File: src/rtl/core_dbg_pkg.sv
// rtl/core_dbg_pkg.sv - shared types and helpers for the multi-core debug APB bridge
package core_dbg_pkg;

   typedef enum logic [1:0] {
      IDLE = 2'd0,
      REQ  = 2'd1,
      RESP = 2'd2
   } state_e;

   localparam int DEFAULT_TIMEOUT = 255;

   function automatic int core_sel_w(input int n);
      return (n <= 1) ? 1 : $clog2(n);
   endfunction

endpackage

File: src/rtl/core_dbg_apb_mc_if.sv
// rtl/core_dbg_apb_mc_if.sv - APB slave bus plus per-core debug request bus
interface core_dbg_apb_mc_if #(
   parameter int NUM_CORES      = 4,
   parameter int REG_ADDR_WIDTH = 5,
   parameter int DATA_WIDTH     = 32
);
   localparam int ADDR_WIDTH = REG_ADDR_WIDTH + core_dbg_pkg::core_sel_w(NUM_CORES);
   localparam int STRB_WIDTH = DATA_WIDTH / 8;

   logic [ADDR_WIDTH-1:0]           paddr;
   logic                            psel;
   logic                            penable;
   logic                            pwrite;
   logic [DATA_WIDTH-1:0]           pwdata;
   logic [STRB_WIDTH-1:0]           pstrb;
   logic                            pready;
   logic [DATA_WIDTH-1:0]           prdata;
   logic                            pslverr;

   logic [NUM_CORES-1:0]            dbg_req;
   logic                            dbg_wr;
   logic [REG_ADDR_WIDTH-1:0]       dbg_addr;
   logic [DATA_WIDTH-1:0]           dbg_wdata;
   logic [STRB_WIDTH-1:0]           dbg_strb;
   logic [NUM_CORES-1:0]            dbg_ack;
   logic [NUM_CORES*DATA_WIDTH-1:0] dbg_rdata;
   logic [NUM_CORES-1:0]            dbg_err;

   modport slave (
      input  paddr, psel, penable, pwrite, pwdata, pstrb,
      output pready, prdata, pslverr,
      output dbg_req, dbg_wr, dbg_addr, dbg_wdata, dbg_strb,
      input  dbg_ack, dbg_rdata, dbg_err
   );

   modport master (
      output paddr, psel, penable, pwrite, pwdata, pstrb,
      input  pready, prdata, pslverr,
      input  dbg_req, dbg_wr, dbg_addr, dbg_wdata, dbg_strb,
      output dbg_ack, dbg_rdata, dbg_err
   );

endinterface

File: src/rtl/core_dbg_timeout.sv
// rtl/core_dbg_timeout.sv - clearable wait counter that flags the last allowed cycle
module core_dbg_timeout #(
   parameter int TIMEOUT = core_dbg_pkg::DEFAULT_TIMEOUT
) (
   input  logic clk,
   input  logic rst_n,
   input  logic clr_i,
   input  logic en_i,
   output logic expired_o
);
   localparam int CW = (TIMEOUT < 2) ? 1 : $clog2(TIMEOUT);
   localparam logic [CW-1:0] LAST = CW'((TIMEOUT == 0) ? 0 : TIMEOUT - 1);

   logic [CW-1:0] cnt_q;

   always_ff @(posedge clk) begin
      if (!rst_n || clr_i) begin
         cnt_q <= '0;
      end else if (en_i) begin
         cnt_q <= cnt_q + 1'b1;
      end
   end

   // TIMEOUT=0 means wait forever, so expiry never fires
   assign expired_o = (TIMEOUT != 0) && (cnt_q == LAST);

endmodule

File: src/rtl/core_dbg_apb_mc.sv
// rtl/core_dbg_apb_mc.sv - APB4 slave bridging debug accesses to NUM_CORES core debug ports
module core_dbg_apb_mc
   import core_dbg_pkg::*;
#(
   parameter int NUM_CORES      = 4,
   parameter int REG_ADDR_WIDTH = 5,
   parameter int DATA_WIDTH     = 32,
   parameter int TIMEOUT        = DEFAULT_TIMEOUT
) (
   input logic              clk,
   input logic              rst_n,
   core_dbg_apb_mc_if.slave bus
);
   localparam int CORE_SEL_W = core_sel_w(NUM_CORES);
   localparam int ADDR_WIDTH = REG_ADDR_WIDTH + CORE_SEL_W;
   localparam int STRB_WIDTH = DATA_WIDTH / 8;

   state_e                    state_q;
   logic [CORE_SEL_W-1:0]     idx_q;
   logic                      pready_q;
   logic                      pslverr_q;
   logic [DATA_WIDTH-1:0]     prdata_q;
   logic [NUM_CORES-1:0]      req_q;
   logic                      wr_q;
   logic [REG_ADDR_WIDTH-1:0] addr_q;
   logic [DATA_WIDTH-1:0]     wdata_q;
   logic [STRB_WIDTH-1:0]     strb_q;

   logic [CORE_SEL_W-1:0]     sel_idx;
   logic                      sel_bad;
   logic                      ack;
   logic                      err;
   logic [DATA_WIDTH-1:0]     rdata;
   logic                      expired;

   assign sel_idx = bus.paddr[ADDR_WIDTH-1:REG_ADDR_WIDTH];
   assign sel_bad = {1'b0, sel_idx} >= (CORE_SEL_W + 1)'(NUM_CORES);
   assign ack     = bus.dbg_ack[idx_q];
   assign err     = bus.dbg_err[idx_q];
   assign rdata   = bus.dbg_rdata[idx_q*DATA_WIDTH +: DATA_WIDTH];

   core_dbg_timeout #(.TIMEOUT(TIMEOUT)) u_timeout (
      .clk       (clk),
      .rst_n     (rst_n),
      .clr_i     (state_q != REQ),
      .en_i      (state_q == REQ),
      .expired_o (expired)
   );

   always_ff @(posedge clk) begin
      if (!rst_n) begin
         state_q   <= IDLE;
         idx_q     <= '0;
         pready_q  <= 1'b0;
         pslverr_q <= 1'b0;
         prdata_q  <= '0;
         req_q     <= '0;
         wr_q      <= 1'b0;
         addr_q    <= '0;
         wdata_q   <= '0;
         strb_q    <= '0;
      end else begin
         case (state_q)
            IDLE: begin
               if (bus.psel && !bus.penable) begin
                  idx_q   <= sel_idx;
                  wr_q    <= bus.pwrite;
                  addr_q  <= bus.paddr[REG_ADDR_WIDTH-1:0];
                  wdata_q <= bus.pwdata;
                  strb_q  <= bus.pwrite ? bus.pstrb : '0;
                  if (sel_bad) begin
                     pready_q  <= 1'b1;
                     pslverr_q <= 1'b1;
                     prdata_q  <= '0;
                     state_q   <= RESP;
                  end else if (bus.pwrite && (bus.pstrb == '0)) begin
                     pready_q  <= 1'b1;
                     pslverr_q <= 1'b0;
                     state_q   <= RESP;
                  end else begin
                     req_q   <= NUM_CORES'(1) << sel_idx;
                     state_q <= REQ;
                  end
               end
            end
            REQ: begin
               // master dropped psel mid-transfer: abandon silently
               if (!bus.psel) begin
                  req_q   <= '0;
                  state_q <= IDLE;
               end else if (ack) begin
                  req_q     <= '0;
                  pready_q  <= 1'b1;
                  pslverr_q <= err;
                  prdata_q  <= (!wr_q && !err) ? rdata : '0;
                  state_q   <= RESP;
               end else if (expired) begin
                  req_q     <= '0;
                  pready_q  <= 1'b1;
                  pslverr_q <= 1'b1;
                  prdata_q  <= '0;
                  state_q   <= RESP;
               end
            end
            RESP: begin
               pready_q  <= 1'b0;
               pslverr_q <= 1'b0;
               prdata_q  <= '0;
               state_q   <= IDLE;
            end
            default: state_q <= IDLE;
         endcase
      end
   end

   assign bus.pready    = pready_q;
   assign bus.pslverr   = pslverr_q;
   assign bus.prdata    = prdata_q;
   assign bus.dbg_req   = req_q;
   assign bus.dbg_wr    = wr_q;
   assign bus.dbg_addr  = addr_q;
   assign bus.dbg_wdata = wdata_q;
   assign bus.dbg_strb  = strb_q;

endmodule
File: src/flat_wrapper.sv
// flat-port wrapper written by rule: the top's interface ports become plain ports
module core_dbg_apb_mc_flat import core_dbg_pkg::*;
#(
   parameter int NUM_CORES      = 4,
   parameter int REG_ADDR_WIDTH = 5,
   parameter int DATA_WIDTH     = 32,
   parameter int TIMEOUT        = DEFAULT_TIMEOUT
)
  (clk, rst_n, bus_paddr, bus_psel, bus_penable, bus_pwrite, bus_pwdata, bus_pstrb, bus_pready, bus_prdata, bus_pslverr, bus_dbg_req, bus_dbg_wr, bus_dbg_addr, bus_dbg_wdata, bus_dbg_strb, bus_dbg_ack, bus_dbg_rdata, bus_dbg_err);
  core_dbg_apb_mc_if #(.NUM_CORES(NUM_CORES), .REG_ADDR_WIDTH(REG_ADDR_WIDTH), .DATA_WIDTH(DATA_WIDTH)) bus_i ();
  input logic clk;
  input logic rst_n;
  input wire logic [$bits(bus_i.paddr)-1:0] bus_paddr;
  input wire logic [$bits(bus_i.psel)-1:0] bus_psel;
  input wire logic [$bits(bus_i.penable)-1:0] bus_penable;
  input wire logic [$bits(bus_i.pwrite)-1:0] bus_pwrite;
  input wire logic [$bits(bus_i.pwdata)-1:0] bus_pwdata;
  input wire logic [$bits(bus_i.pstrb)-1:0] bus_pstrb;
  output wire logic [$bits(bus_i.pready)-1:0] bus_pready;
  output wire logic [$bits(bus_i.prdata)-1:0] bus_prdata;
  output wire logic [$bits(bus_i.pslverr)-1:0] bus_pslverr;
  output wire logic [$bits(bus_i.dbg_req)-1:0] bus_dbg_req;
  output wire logic [$bits(bus_i.dbg_wr)-1:0] bus_dbg_wr;
  output wire logic [$bits(bus_i.dbg_addr)-1:0] bus_dbg_addr;
  output wire logic [$bits(bus_i.dbg_wdata)-1:0] bus_dbg_wdata;
  output wire logic [$bits(bus_i.dbg_strb)-1:0] bus_dbg_strb;
  input wire logic [$bits(bus_i.dbg_ack)-1:0] bus_dbg_ack;
  input wire logic [$bits(bus_i.dbg_rdata)-1:0] bus_dbg_rdata;
  input wire logic [$bits(bus_i.dbg_err)-1:0] bus_dbg_err;
  assign bus_i.paddr = bus_paddr;
  assign bus_i.psel = bus_psel;
  assign bus_i.penable = bus_penable;
  assign bus_i.pwrite = bus_pwrite;
  assign bus_i.pwdata = bus_pwdata;
  assign bus_i.pstrb = bus_pstrb;
  assign bus_pready = bus_i.pready;
  assign bus_prdata = bus_i.prdata;
  assign bus_pslverr = bus_i.pslverr;
  assign bus_dbg_req = bus_i.dbg_req;
  assign bus_dbg_wr = bus_i.dbg_wr;
  assign bus_dbg_addr = bus_i.dbg_addr;
  assign bus_dbg_wdata = bus_i.dbg_wdata;
  assign bus_dbg_strb = bus_i.dbg_strb;
  assign bus_i.dbg_ack = bus_dbg_ack;
  assign bus_i.dbg_rdata = bus_dbg_rdata;
  assign bus_i.dbg_err = bus_dbg_err;
  core_dbg_apb_mc #(.NUM_CORES(NUM_CORES), .REG_ADDR_WIDTH(REG_ADDR_WIDTH), .DATA_WIDTH(DATA_WIDTH), .TIMEOUT(TIMEOUT)) u_core (.clk(clk), .rst_n(rst_n), .bus(bus_i));
endmodule
File: config.mk
export PLATFORM = sky130hd
export DESIGN_NAME = core_dbg_apb_mc_flat
export DESIGN_NICKNAME = d
export VERILOG_FILES = /design/src/rtl/core_dbg_pkg.sv /design/src/rtl/core_dbg_apb_mc_if.sv /design/src/rtl/core_dbg_timeout.sv /design/src/rtl/core_dbg_apb_mc.sv /design/src/flat_wrapper.sv
export SDC_FILE = /design/constraint.sdc
export NUM_CORES = 1
export LEC_CHECK = 0
export ABC_CLOCK_PERIOD_IN_PS = 1600
export CORE_MARGIN = 2
export CORE_UTILIZATION = 35
export CTS_CLUSTER_DIAMETER = 120
export DETAILED_ROUTE_END_ITERATION = 7
export PLACE_DENSITY = 0.8
export REMOVE_ABC_BUFFERS = 1
export SETUP_SLACK_MARGIN = 0.3
export SYNTH_ARGS = -nofsm -noshare
export SYNTH_HDL_FRONTEND = slang
export SYNTH_SLANG_ARGS = --single-unit
File: constraint.sdc
create_clock -name clk -period 1.6 [get_ports clk]
set_input_delay 0.32 -clock clk [delete_from_list [all_inputs] [get_ports clk]]
set_output_delay 0.32 -clock clk [all_outputs]
set_load 0.005 [all_outputs]
* Yosys cells after proc, flatten, opt, wreduce, memory -nomap -nowiden
Index checks and enable logic that the tools add are counted.
Cells by class: add/sub/neg operators 1, $lt $le $gt $ge 1, eq/ne operators 10, shift-type cells 2, multiplexer cells 33, reductions and logical operators 18
Operator list (number):
- $mux W32 | 4
- $shiftx A128 B8 Y32 | 1
- $pmux W32 S2 | 1
- $mux W4 | 6
- $mux W1 | 11
- $mux W2 | 5
- $add A8 B1 Y8 const B | 1
- $eq A8 B8 Y1 const B | 1
- $pmux W4 S2 | 1
- $ne A2 B1 Y1 const B | 3
- $pmux W1 S3 | 2
- $reduce_and A5 Y1 | 1
- $bmux W1 S2 | 2
- $logic_not A1 Y1 | 4
- $logic_not A4 Y1 | 1
- $ne A2 B2 Y1 const B | 2
- $ne A4 B2 Y1 const B | 1
- $pmux W2 S2 | 1
- $reduce_and A2 Y1 | 2
- $reduce_and A4 Y1 | 1
- $reduce_bool A2 Y1 | 2
- $shl A1 B2 Y4 const A | 1
- $logic_and A1 B1 Y1 | 3
- $lt A2 B3 Y1 const B | 1
- 7 further kinds | 7
Word-level totals: bits in registers 92, output and inout bits 80

* Logic depth before layout (Yosys ltp)
Gate-level depths: netlist (run 1).
depth after elaboration 8, depth in mapped cells 8, depth with buffers taken out 6

* Hierarchy
Synthesis (run 1) repeated with hierarchy kept, for this count alone.
Unflattened totals: cell total of the unflattened synthesis 474, area total of the unflattened synthesis 4541.9 um^2
Modules (own cells, without submodules):
- core_dbg_apb_mc | instances 1, cells each 432, area an instance 4176.5 um^2, seq. area each 1681.6 um^2
- core_dbg_timeout | instances 1, cells each 42, area an instance 365.4 um^2, seq. area each 160.2 um^2

* Worst setup path after synthesis (run 1)
Ideal clock, no wire load.
kind register to register, start reg u_core.u_timeout.cnt_q[0], end reg u_core.prdata_q[0] (netlist: u_core.bus.prdata[0]), arrival 1.605 ns, data required time 1.474 ns, setup slack -0.131 ns, cell stages (with the launch flop) 9, path buffers 2, clock period less this slack 1.731 ns, cells stage by stage dfxtp_1 > inv_1 > ha_1 > and4_1 > a211oi_4 > or2_1 > buf_4 > buf_6 > o31ai_2
Between the ends: longest elaborated chain between the ends 3
Ends and longest elaborated chain:
- start: declaration | RTL line core_dbg_timeout.sv:14 | logic [CW-1:0] cnt_q;
- start signal: assignment | RTL line core_dbg_timeout.sv:20 | cnt_q <= cnt_q + 1'b1;
- $eq A8 B8 Y1 | RTL line core_dbg_timeout.sv:25 | assign expired_o = (TIMEOUT != 0) && (cnt_q == LAST);
- $ne A3 B1 Y1 (no line)
- $reduce_and A3 Y1 (no line)
- end signal: assignment | RTL line core_dbg_apb_mc.sv:95 | prdata_q <= (!wr_q && !err) ? rdata : '0;
- end: declaration | RTL line core_dbg_apb_mc.sv:22 | logic [DATA_WIDTH-1:0] prdata_q;
Every way passes these cells. A chain may end at the register's enable or synchronous reset.

* Final worst setup path (run 1)
start reg u_core.idx_q[0], end reg u_core.prdata_q[21] (netlist: u_core.bus.prdata[21])
Between the ends: longest elaborated chain between the ends 8, elaborated cells on any way between the ends 13, classes of those cells 1 x eq/ne; 1 x shift; 8 x mux; 3 x reduce/logical
Ends and longest elaborated chain:
- start: declaration | RTL line core_dbg_apb_mc.sv:19 | logic [CORE_SEL_W-1:0] idx_q;
- start signal: assignment | RTL line core_dbg_apb_mc.sv:66 | idx_q <= sel_idx;
- parallel branches: the longest is 8 deep, another holds $shiftx A128 B8 Y32
Several ways; the timed one is not identified. The select of a mux whose other input is x is not followed.

==> results of run 1 <==
[cell type report]
type / instances / area, um^2 / area share [%]
flip-flops and latches: 92 / 1874 / 20.96
well taps: 176 / 220.2 / 2.463
clock buffers: 11 / 242.7 / 2.714
clock inverters: 4 / 97.59 / 1.091
multi-input cells: 311 / 2962 / 33.12
repair buffers: 325 / 3392 / 37.93
inverters: 39 / 153.9 / 1.721
[through the flow]
| stage | worst slack (ns) | cell area [um^2] | power [W] |
|---|---|---|---|
| 3_5_place_dp | -0.6045 | 7651 | 0.004133 |
| 4_1_cts | -0.1479 | 8529 | 0.006803 |
| 6_report | -0.1860 | 8942 | 0.006968 |
| 3_3_place_gp | -0.5047 | 7651 | 0.004077 |
| 2_1_floorplan | -2.540 | 4472 | 0.003119 |
| 5_1_grt | -0.2547 | 8942 | 0.007248 |
[sequential cells by signal, summed over array words and instances (netlist names)]
register and cells:
u_core.bus.dbg_req 4, u_core.bus.dbg_addr 5, u_core.bus.dbg_strb 4, u_core.bus.pslverr 1
u_core.state_q 2, u_core.idx_q 2, u_core.bus.dbg_wdata 32, u_core.bus.prdata 32
u_core.bus.pready 1, u_core.bus.dbg_wr 1, u_core.u_timeout.cnt_q 8
[timing repair]
item / 4_1_cts / 5_1_grt
buffers inserted: 15 / 2
cloned: 11 / 1
pin swaps: 54 / 60
resized for setup: 179 / 102
setup endpoints to repair: 166 / 89
[placed cells by master, fill, tap and decap left out, drive strengths merged, types with 6 or more instances in the layout]
cell type and count:
a21boi 44, buf 62, mux4 33, ha 6
clkdlybuf4s50 176, nand2 98, nor2 15, inv 39
o31ai 32, dlygate4sd2 82, o211ai 32, nand3 7
dfxtp 92, clkbuf 12
[routing by layer]
metal  routed length, um  part of all wire [%]
met2                9479                    53
met1                6682                    37
met4                 663                   3.7
met3                1145                   6.4
met5                   0                     0
[kinds of logic after synthesis]
| logic type | count (synthesis) |
|---|---|
| xor+xnor | 6 |
| fa+ha+maj | 6 |
| mux | 38 |
| flops | 92 |
| buf+inv | 80 |
| simple gates | 137 |
| compound gates | 124 |
[power by group through the flow]
stage          logic (W)  clock network (W)  registers, W
2_1_floorplan   0.000559                  0       0.00256
5_1_grt          0.00218            0.00256       0.00251
3_5_place_dp     0.00161                  0       0.00253
3_3_place_gp     0.00156                  0       0.00252
6_report         0.00206            0.00241       0.00250
4_1_cts          0.00187            0.00245       0.00248
[worst paths after layout]
path	end	cells past startpoint
setup / recovery	u_core.bus.prdata[21]	5
hold / removal	u_core.state_q[1]	2
hold reg to reg	u_core.bus.dbg_strb[2]	2
setup reg to reg	u_core.bus.prdata[21]	5
[critical path, cell delays in order, from the launching register on]
cell and delay, ns:
dfxtp_2 0.34, mux4_2 0.56, a211oi_4 0.28, or2_4 0.23, clkbuf_16 0.18, o31ai_1 0.07
==> key figures, run 1 <==
Yosys
  • Count leader, synth: nand2_1
  • Mux cell area share after synthesis: 17.00%
  • Area fraction of the dominant cell type after synthesis: 39.46%
  • Adder-cell share of the synthesized area: 1.609%
  • Synth Area in XOR/XNOR: 1.126%
  • Register bit total from synthesis: 92
  • Dominant cell type by area after synthesis: dfxtp_1
  • Top post-synthesis cells by area: dfxtp_1 (39%), mux4_2 (16%), nand2_1 (7.9%), a21boi_1 (6.1%), o211ai_1 (5.1%)
  • Synth async-reset ratio: 0%
  • Most instantiated cells after synthesis: nand2_1 (98), dfxtp_1 (92), a21boi_1 (38), inv_1 (38), mux4_2 (33)
  • Post-synthesis compound-gate area fraction: 21.18%
  • Mean Syn Cell Area: 9.662 um^2
  • Post-Synth Simple-Gate Area: 12.31%
  • Post-synthesis cell area: 0.004667 mm^2
  • Synth Warn #: 0
  • Combinational family with the most area after synthesis: compound AO/OA/AOI/OAI gates
  • Yosys cell types: 43
  • Primary FF master, synth: dfxtp_1
  • Cells after Synth: 483
  • Number of synthesized flops with an enable pin: 0
  • Post-synthesis sequential area ratio: 39.46%

Die
  • Die X: 119.5 um
  • # rows: 42
  • Starting Density: 35.52%
  • Core Area: 0.01314 mm^2
  • Die Ht: 119.5 um
  • IO Pins: 264
  • Die area: 0.01427 mm^2

Place
  • Routability congestion estimate: 0.8570
  • Buffers added on ports: 263
  • DP HPWL: 11,690 um
  • Placed insts: 914

STA
  • Max transition margin: 74.13%
  • Max Fclk: 559.9 MHz
  • Clock Skew: 0.008930 ns
  • Worst slew pin tran: 0.3880 ns
  • Final Worst Setup Slack: -0.1860 ns
  • Setup violators final: 40
  • RSZ-0062 raised after global routing: true
  • Hold slack: 0.3468 ns
  • Min Clock Period, post-route: 1.786 ns
  • Max-slew violation count: 0
  • Setup TNS: -5.848 ns
  • Period utilisation layout: 111.6%
  • Fin. Hold Viols: 0

Power
  • Net switching power: 0.001807 W
  • Sequential power share: 35.8%
  • Switching share of power: 25.94%
  • Internal: 0.005161 W
  • Power density over the cells: 779.2 mW/mm^2
  • Leakage: 3.806 nW
  • VDD IR max: 0.5035 mV
  • Clk pwr share: 34.6%
  • Logic pwr share: 29.6%

Global route
  • Total Routing Usage GR: 23.40%
  • Met2 Use GR: 43.86%
  • Initial antenna violation count: 0
  • Gr ovfl total: 0
  • Grt peak-use layer: met2
  • Largest net degree at the start of global routing: 45
  • Global-route met1 utilization: 25.47%
  • First-pass GRT wire length: 26,470 um
  • Vias in the first global route: 5,282
  • Grt met3 use: 4.502%

Setup path
  • Critical Path Source: u_core.idx_q[0]
  • FF-to-FF setup slack: -0.19 ns
  • Crit-path max FO: 11
  • Worst endpoint required time: 1.82 ns
  • Crit path DAT: 2.00 ns
  • Critical Path End Type: flip-flop
  • R2R Path Start: u_core.idx_q[0]
  • Crit path launch type: flip-flop
  • Worst Setup Path Type: flip-flop to flip-flop

Clocking
  • H-tree depth: 3
  • Number of hold buffers added after cts: 0
  • CTS tree: built
  • CTS sink count: 92
  • Total CTS buffers: 9
  • Root buf cell: clkbuf_16
  • Clock transition at the registers of the reported paths: 0.07 ns
  • Max clock buf depth: 2
  • Clock latency on the worst-skew pair: 0.34 ns

Finish
  • Non-filler cells, final: 958
  • N_diodes: 0
  • Synth-to-Final Area Change: 91.61%
  • Share of layout cells above drive strength 1: 31.20%
  • Fin util: 68.07%
  • Fillers: 968
  • Nets: 968

Detailed routing
  • Routed Antenna Nets: 0
  • DR iter-0 viols: 266
  • # DRC: 0
  • DR vias/cell: 5.284
  • DR WL/cell: 18.76 um
  • Vias: 5,062
  • Final wirelength: 17,970 um
  • 1st-pass router iterations: 4

Status
  • Failing checks: setup timing
  • Result of the run: finished, violations left

Hold path
  • Worst hold path class: input port to flip-flop
  • HP Start: rst_n

Flow run
  • Max cap viols: 0
No activity file was read; power rests on OpenSTA's default activity.
==> inputs of run 2 (changes only) <==
Settings changed: CORE_MARGIN 2 to 5.
==> run 2 against run 1 <==
Compared with the run above: the run still ends with setup timing left; power fell by 1.1%; worst setup slack barely moved; design area rose by 2.4%; global-route usage fell by 1.3 points; cell count rose by 1.1%; fmax barely moved; sequential share of layout area fell by 0.59 points.
==> key figures, run 2 (synthesis results as in run 1) <==
Status
  • Result of the run: finished, violations left (unchanged)
  • Failing checks: setup timing (unchanged)

STA
  • Setup violators final: 53 (was 40)
  • Max Fclk: 560.0 MHz (was 559.9 MHz)
  • Max-slew violation count: 0 (unchanged)
  • RSZ-0062 raised after global routing: true (unchanged)
  • Clock Skew: 0.008385 ns (was 0.008930 ns)
  • Max transition margin: 74.78% (was 74.13%)
  • Final Worst Setup Slack: -0.1857 ns (was -0.1860 ns)
  • Worst slew pin tran: 0.3783 ns (was 0.3880 ns)
  • Fin. Hold Viols: 0 (unchanged)
  • Setup TNS: -6.132 ns (was -5.848 ns)
  • Min Clock Period, post-route: 1.786 ns (about the same)
  • Period utilisation layout: 111.6% (about the same)

Flow run
  • Max cap viols: 0 (unchanged)

Clocking
  • Number of hold buffers added after cts: 0 (unchanged)
  • Clock latency on the worst-skew pair: 0.34 ns (about the same)
  • Clock transition at the registers of the reported paths: 0.06 ns (was 0.07 ns)
  • CTS sink count: 92 (unchanged)
  • Root buf cell: clkbuf_16 (unchanged)
  • H-tree depth: 3 (unchanged)
  • Max clock buf depth: 2 (unchanged)
  • CTS tree: built (unchanged)
  • Total CTS buffers: 9 (unchanged)

Setup path
  • Cells along the critical path: clkdlybuf4s50_1 > mux4_2 > a211oi_4 > or2_4 > clkbuf_16 > o31ai_1 (was mux4_2 > a211oi_4 > or2_4 > clkbuf_16 > o31ai_1)
  • Crit-path leading delay family: buffers and inverters (was multiplexers)
  • Crit path DAT: 2.00 ns (about the same)
  • R2r worst-path depth: 5 (unchanged)
  • Buffers & Inverters on Critical Path: 2 (was 1)
  • R2R Path Start: u_core.idx_q[0] (unchanged)
  • Critical path's slowest cell: mux4_2 (unchanged)
  • Worst path max stage delay: 0.53 ns (was 0.56 ns)
  • Critical Path End Type: flip-flop (unchanged)
  • Worst endpoint required time: 1.82 ns (about the same)
  • Worst Setup Path Type: input port to flip-flop (was flip-flop to flip-flop)
  • Crit-path max FO: 8 (was 11)
  • Crit path launch type: input port (was flip-flop)
  • FF-to-FF setup slack: -0.17 ns (was -0.19 ns)
  • FF-to-FF End: u_core.bus.prdata[21] (unchanged)

Place
  • Routability congestion estimate: 0.8371 (was 0.8570)
  • Placed insts: 909 (was 914)
  • Buffers added on ports: 263 (unchanged)
  • Dpl ws: -0.5473 ns (was -0.6045 ns)
  • DP HPWL: 11,810 um (was 11,690 um)

Global route
  • Vias in the first global route: 5,241 (was 5,282)
  • Gr ovfl total: 0 (unchanged)
  • Initial antenna violation count: 0 (unchanged)
  • First-pass GRT wire length: 27,900 um (was 26,470 um)
  • Largest net degree at the start of global routing: 45 (unchanged)
  • Total Routing Usage GR: 22.10% (was 23.40%)

Power
  • Leakage: 3.907 nW (was 3.806 nW)
  • VDD IR max: 0.4693 mV (was 0.5035 mV)
  • Power density over the cells: 752.9 mW/mm^2 (was 779.2 mW/mm^2)
  • Pwr Total: 0.006892 W (was 0.006968 W)

Detailed routing
  • Vias: 4,992 (was 5,062)
  • DR iter-0 viols: 238 (was 266)
  • DR WL/cell: 19.65 um (was 18.76 um)
  • Routed Antenna Nets: 0 (unchanged)
  • DR vias/cell: 5.152 (was 5.284)
  • # DRC: 0 (unchanged)
  • Final wirelength: 19,050 um (was 17,970 um)
  • 1st-pass router iterations: 4 (unchanged)

Die
  • IO Pins: 264 (unchanged)
  • Starting Density: 35.52% (unchanged)
  • Core Area: 0.01314 mm^2 (unchanged)
  • # rows: 42 (unchanged)
  • Die X: 125.5 um (was 119.5 um)
  • Die area: 0.01574 mm^2 (was 0.01427 mm^2)
  • Die Ht: 125.5 um (was 119.5 um)

Finish
  • Nets: 978 (was 968)
  • Footprint of the multi-input gates: 0.002987 mm^2 (was 0.002962 mm^2)
  • Most frequent cells in the layout: clkdlybuf4s50_1 (177), dlygate4sd2_1 (78), dfxtp_1 (76) (was clkdlybuf4s50_1 (176), dlygate4sd2_1 (82), dfxtp_1 (68))
  • Non-filler cells, final: 969 (was 958)
  • Most common cell after layout, fill and taps aside: clkdlybuf4s50_1 (unchanged)
  • Reg area: 0.001864 mm^2 (was 0.001874 mm^2)
  • Share of layout cells above drive strength 1: 33.04% (was 31.20%)
  • Fillers: 954 (was 968)
  • Synth-to-Final Area Change: 96.14% (was 91.61%)
  • Fin util: 69.68% (was 68.07%)
  • N_diodes: 0 (unchanged)

Hold path
  • Worst hold path class: input port to flip-flop (unchanged)
  • Worst hold stages: 2 (unchanged)
  • HP Start: rst_n (unchanged)
  • Hold endpoint: u_core.state_q[1] (unchanged)
==> run 2: changes by cell type in the layout (fill, tap and decap cells not counted), sizes merged, moves of 2 or more <==
cell	change
clkinvlp	+2
clkbuf	+2
dlygate4sd2	-4
buf	+9
bufinv	-2
==> run 2: worst reg2reg max path: cells and delay by family, from the launching register on <==
kind / cells / cell delay, ns
mux: 1 / 0.56
flops: 1 / 0.35
compound gates: 2 / 0.32
simple gates: 1 / 0.24
buf+inv: 1 / 0.18
==> run 2: per-layer routing <==
layer	wire, um	up-vias	track usage [%]
met3	1243	39	5.330
met5	0	-	0
met1	6819	2395	22.68
met2	10370	215	42.10
li1	-	2343	-
met4	613	0	9.821
==> run 2: what timing repair did <==
item                                    CTS  global route
resized for setup                       206            78
setup buffers                            22             4
pin swaps                                72            45
endpoints found under the setup margin  166            95
cloned                                   15             3
==> run 2: power by group <==
group / total, W / internal (W) / switching (W)
Combinational: 0.00224 / 0.00131 / 0.000925
Clock: 0.00216 / 0.00126 / 0.000904
Sequential: 0.00249 / 0.00241 / 0.0000803
==> run 2: worst max path at each step <==
stage,slack (ns),cells past startpoint,from,to
final,-0.19,6,bus_dbg_ack[0],u_core.bus.prdata[21]
after global routing,-0.24,5,u_core.idx_q[0],u_core.bus.prdata[9]
after CTS,-0.16,5,u_core.idx_q[0],u_core.bus.prdata[29]
after detailed placement,-0.55,6,bus_dbg_ack[3],u_core.bus.prdata[15]
after global placement,-0.49,6,bus_dbg_ack[3],u_core.bus.prdata[0]
after floorplan,-2.54,4,u_core.idx_q[0],u_core.bus.prdata[10]
==> run 2: area by class of cell <==
cell class	count	area share [%]
timing repair buffer	335	39.63
multi-input combinational	311	32.63
sequential	92	20.37
clock buffer	11	2.652
tap	176	2.406
inverter	39	1.654
clock inverter	5	0.6698
==> run 2: per-stage QoR <==
| step | instance area, um^2 | hold WS [ns] |
|---|---|---|
| global placement | 7614 | 0.4400 |
| floorplan | 4472 | 0.4372 |
| global route | 9154 | 0.3455 |
| CTS | 8782 | 0.3190 |
| finish | 9154 | 0.3384 |
| detailed placement | 7614 | 0.4443 |
==> inputs of run 3 (changes only) <==
Settings changed: CAP_MARGIN set to 10, CORE_AREA set to 5 5 100 102, CORE_MARGIN 5 to not set, CORE_UTILIZATION 35 to not set, DIE_AREA set to 0 0 105 107, DONT_BUFFER_PORTS set to 1, PLACE_DENSITY 0.8 to 0.73.
==> run 3 against run 2 <==
Compared with the run above: the run still ends with setup timing left; hold slack lost 0.26 ns; power shrank 10%; worst setup slack gained 0.060 ns; critical path type is now flip-flop to flip-flop; highest routed layer is now met5.
==> key figures, run 3 (synthesis results as in run 1) <==
Status
  • Result of the run: finished, violations left (unchanged)
  • Failing checks: setup timing (unchanged)

Clocking
  • H-tree depth: 3 (unchanged)
  • Total CTS buffers: 9 (unchanged)
  • CTS tree: built (unchanged)
  • Root buf cell: clkbuf_8 (was clkbuf_16)
  • Max clock buf depth: 2 (unchanged)
  • Clock latency on the worst-skew pair: 0.36 ns (was 0.34 ns)
  • Clock transition at the registers of the reported paths: 0.10 ns (was 0.06 ns)
  • CTS sink count: 92 (unchanged)

Flow run
  • Max cap viols: 0 (unchanged)

STA
  • Clock Skew: 0.01525 ns (was 0.008385 ns)
  • Max-slew violation count: 0 (unchanged)
  • Min Clock Period, post-route: 1.726 ns (was 1.786 ns)
  • Hold slack: 0.07531 ns (was 0.3384 ns)
  • Worst slew pin tran: 0.4025 ns (was 0.3783 ns)
  • Setup TNS: -4.014 ns (was -6.132 ns)
  • Final Worst Setup Slack: -0.1257 ns (was -0.1857 ns)
  • Setup violators final: 46 (was 53)
  • Max transition margin: 73.17% (was 74.78%)
  • Period utilisation layout: 107.9% (was 111.6%)
  • Fin. Hold Viols: 0 (unchanged)
  • RSZ-0062 raised after global routing: true (unchanged)
  • Max Fclk: 579.5 MHz (was 560.0 MHz)

Place
  • Routability congestion estimate: 0.8611 (was 0.8371)
  • DP HPWL: 9987 um (was 11,810 um)
  • Buffers added on ports: 0 (was 263)
  • Placed insts: 576 (was 909)
  • Dpl ws: -0.1562 ns (was -0.5473 ns)

Setup path
  • Critical path's slowest cell: mux4_2 (unchanged)
  • Crit path launch type: flip-flop (was input port)
  • Crit-path leading delay family: multiplexers (was buffers and inverters)
  • Critical Path Most Common Cell: buf_12
  • Cells along the critical path: mux4_2 > a211oi_4 > or2_4 > buf_12 > buf_12 > o31ai_1 (was clkdlybuf4s50_1 > mux4_2 > a211oi_4 > or2_4 > clkbuf_16 > o31ai_1)
  • Crit-path max FO: 8 (unchanged)
  • Worst Setup Path Type: flip-flop to flip-flop (was input port to flip-flop)
  • Crit path DAT: 1.96 ns (was 2.00 ns)
  • Worst path max stage delay: 0.55 ns (was 0.53 ns)
  • Buffers & Inverters on Critical Path: 2 (unchanged)
  • Critical Path End Type: flip-flop (unchanged)
  • Worst endpoint required time: 1.84 ns (was 1.82 ns)

Detailed routing
  • DR vias/cell: 6.365 (was 5.152)
  • Routed Antenna Nets: 0 (unchanged)
  • 1st-pass router iterations: 4 (unchanged)
  • Vias: 4,048 (was 4,992)
  • Final wirelength: 17,720 um (was 19,050 um)
  • # DRC: 0 (unchanged)
  • DR WL/cell: 27.85 um (was 19.65 um)
  • DR iter-0 viols: 202 (was 238)

Die
  • # rows: 35 (was 42)
  • Die Ht: 107 um (was 125.5 um)
  • Core Area: 0.009021 mm^2 (was 0.01314 mm^2)
  • IO Pins: 264 (unchanged)
  • Starting Density: 51.73% (was 35.52%)
  • Die X: 105 um (was 125.5 um)
  • Die area: 0.01124 mm^2 (was 0.01574 mm^2)

Finish
  • Nets: 708 (was 978)
  • Share of layout cells above drive strength 1: 47.99% (was 33.04%)
  • Most common cell after layout, fill and taps aside: dfxtp_1 (was clkdlybuf4s50_1)
  • Synth-to-Final Area Change: 41.02% (was 96.14%)
  • Fin util: 72.95% (was 69.68%)
  • Fillers: 554 (was 954)
  • Non-filler cells, final: 636 (was 969)
  • Most frequent cells in the layout: dfxtp_1 (88), nand2_4 (39), inv_1 (35) (was clkdlybuf4s50_1 (177), dlygate4sd2_1 (78), dfxtp_1 (76))

Power
  • Power density over the cells: 940.6 mW/mm^2 (was 752.9 mW/mm^2)
  • Leakage: 2.537 nW (was 3.907 nW)
  • VDD IR max: 0.4930 mV (was 0.4693 mV)

Global route
  • Total Routing Usage GR: 29.25% (was 22.10%)
  • Gr ovfl total: 0 (unchanged)
  • Initial antenna violation count: 3 (was 0)
  • First-pass GRT wire length: 25,340 um (was 27,900 um)
  • Largest net degree at the start of global routing: 91 (was 45)
  • Vias in the first global route: 4,214 (was 5,241)

Hold path
  • Worst hold path class: input port to flip-flop (unchanged)
## run 3: cell types whose count changed in the layout (fill, tap and decap cells not counted), sizes merged, moves of 2 or more
| cell | before | now |
|---|---|---|
| clkbuf | 14 | 12 |
| diode | 0 | 2 |
| clkinvlp | 3 | 0 |
| clkdlybuf4s50 | 177 | 0 |
| bufinv | 1 | 3 |
| buf | 71 | 64 |
| clkdlybuf4s15 | 5 | 0 |
| dlygate4sd2 | 78 | 0 |
## run 3: layer usage
layer  wire length, um  track usage, %  vias to the layer above
met2              9720           54.18                      258
met1              6006           31.76                     1965
met5                13               0                        -
met4               315           9.041                        2
met3              1658           8.910                       27
li1                  -               -                     1796
## run 3: metrics by stage
stage                     power (W)  area, um^2
after global routing       0.006400        6581
final                      0.006191        6581
after detailed placement   0.003409        4853
after floorplan            0.003119        4472
after CTS                  0.006048        6240
after global placement     0.003379        4853
## run 3: where the power goes
group	total [W]	internal, W	switching, W	leakage [nW]
sequential	0.00254	0.00241	0.000132	0.749
clock	0.00199	0.00113	0.000857	0.130
combinational	0.00166	0.000892	0.000772	1.66
## run 3: what timing repair did
| item | 4_1_cts | 5_1_grt |
|---|---|---|
| endpoints found under the hold margin | 0 | 0 |
| pin swaps | 117 | 33 |
| buffers inserted | 23 | 1 |
| hold buffers | 0 | 0 |
| setup endpoints to repair | 86 | 86 |
| gates resized for setup | 145 | 69 |
| cloned | 17 | 1 |
## run 3: worst paths after layout
path | startpoint | end | slack, ns | cells after the start
worst max-delay path | u_core.idx_q[0] | u_core.bus.prdata[16] | -0.13 | 6
worst max register to register | u_core.idx_q[0] | u_core.bus.prdata[16] | -0.13 | 6
worst min-delay path | bus_pwdata[7] | u_core.bus.dbg_wdata[7] | 0.08 | 2
worst min register to register | u_core.bus.dbg_wdata[25] | u_core.bus.dbg_wdata[25] | 0.48 | 2
## run 3: area by class of cell
cell class | instances | area, um^2 | area share (%)
Multi-Input combinational cell | 311 | 3078 | 46.77
Sequential cell | 92 | 1849 | 28.10
Timing Repair Buffer | 65 | 1097 | 16.67
Inverter | 39 | 153.9 | 2.338
Clock buffer | 11 | 151.4 | 2.300
Tap cell | 111 | 138.9 | 2.110
Clock inverter | 5 | 107.6 | 1.635
Antenna cell | 2 | 5.005 | 0.07605
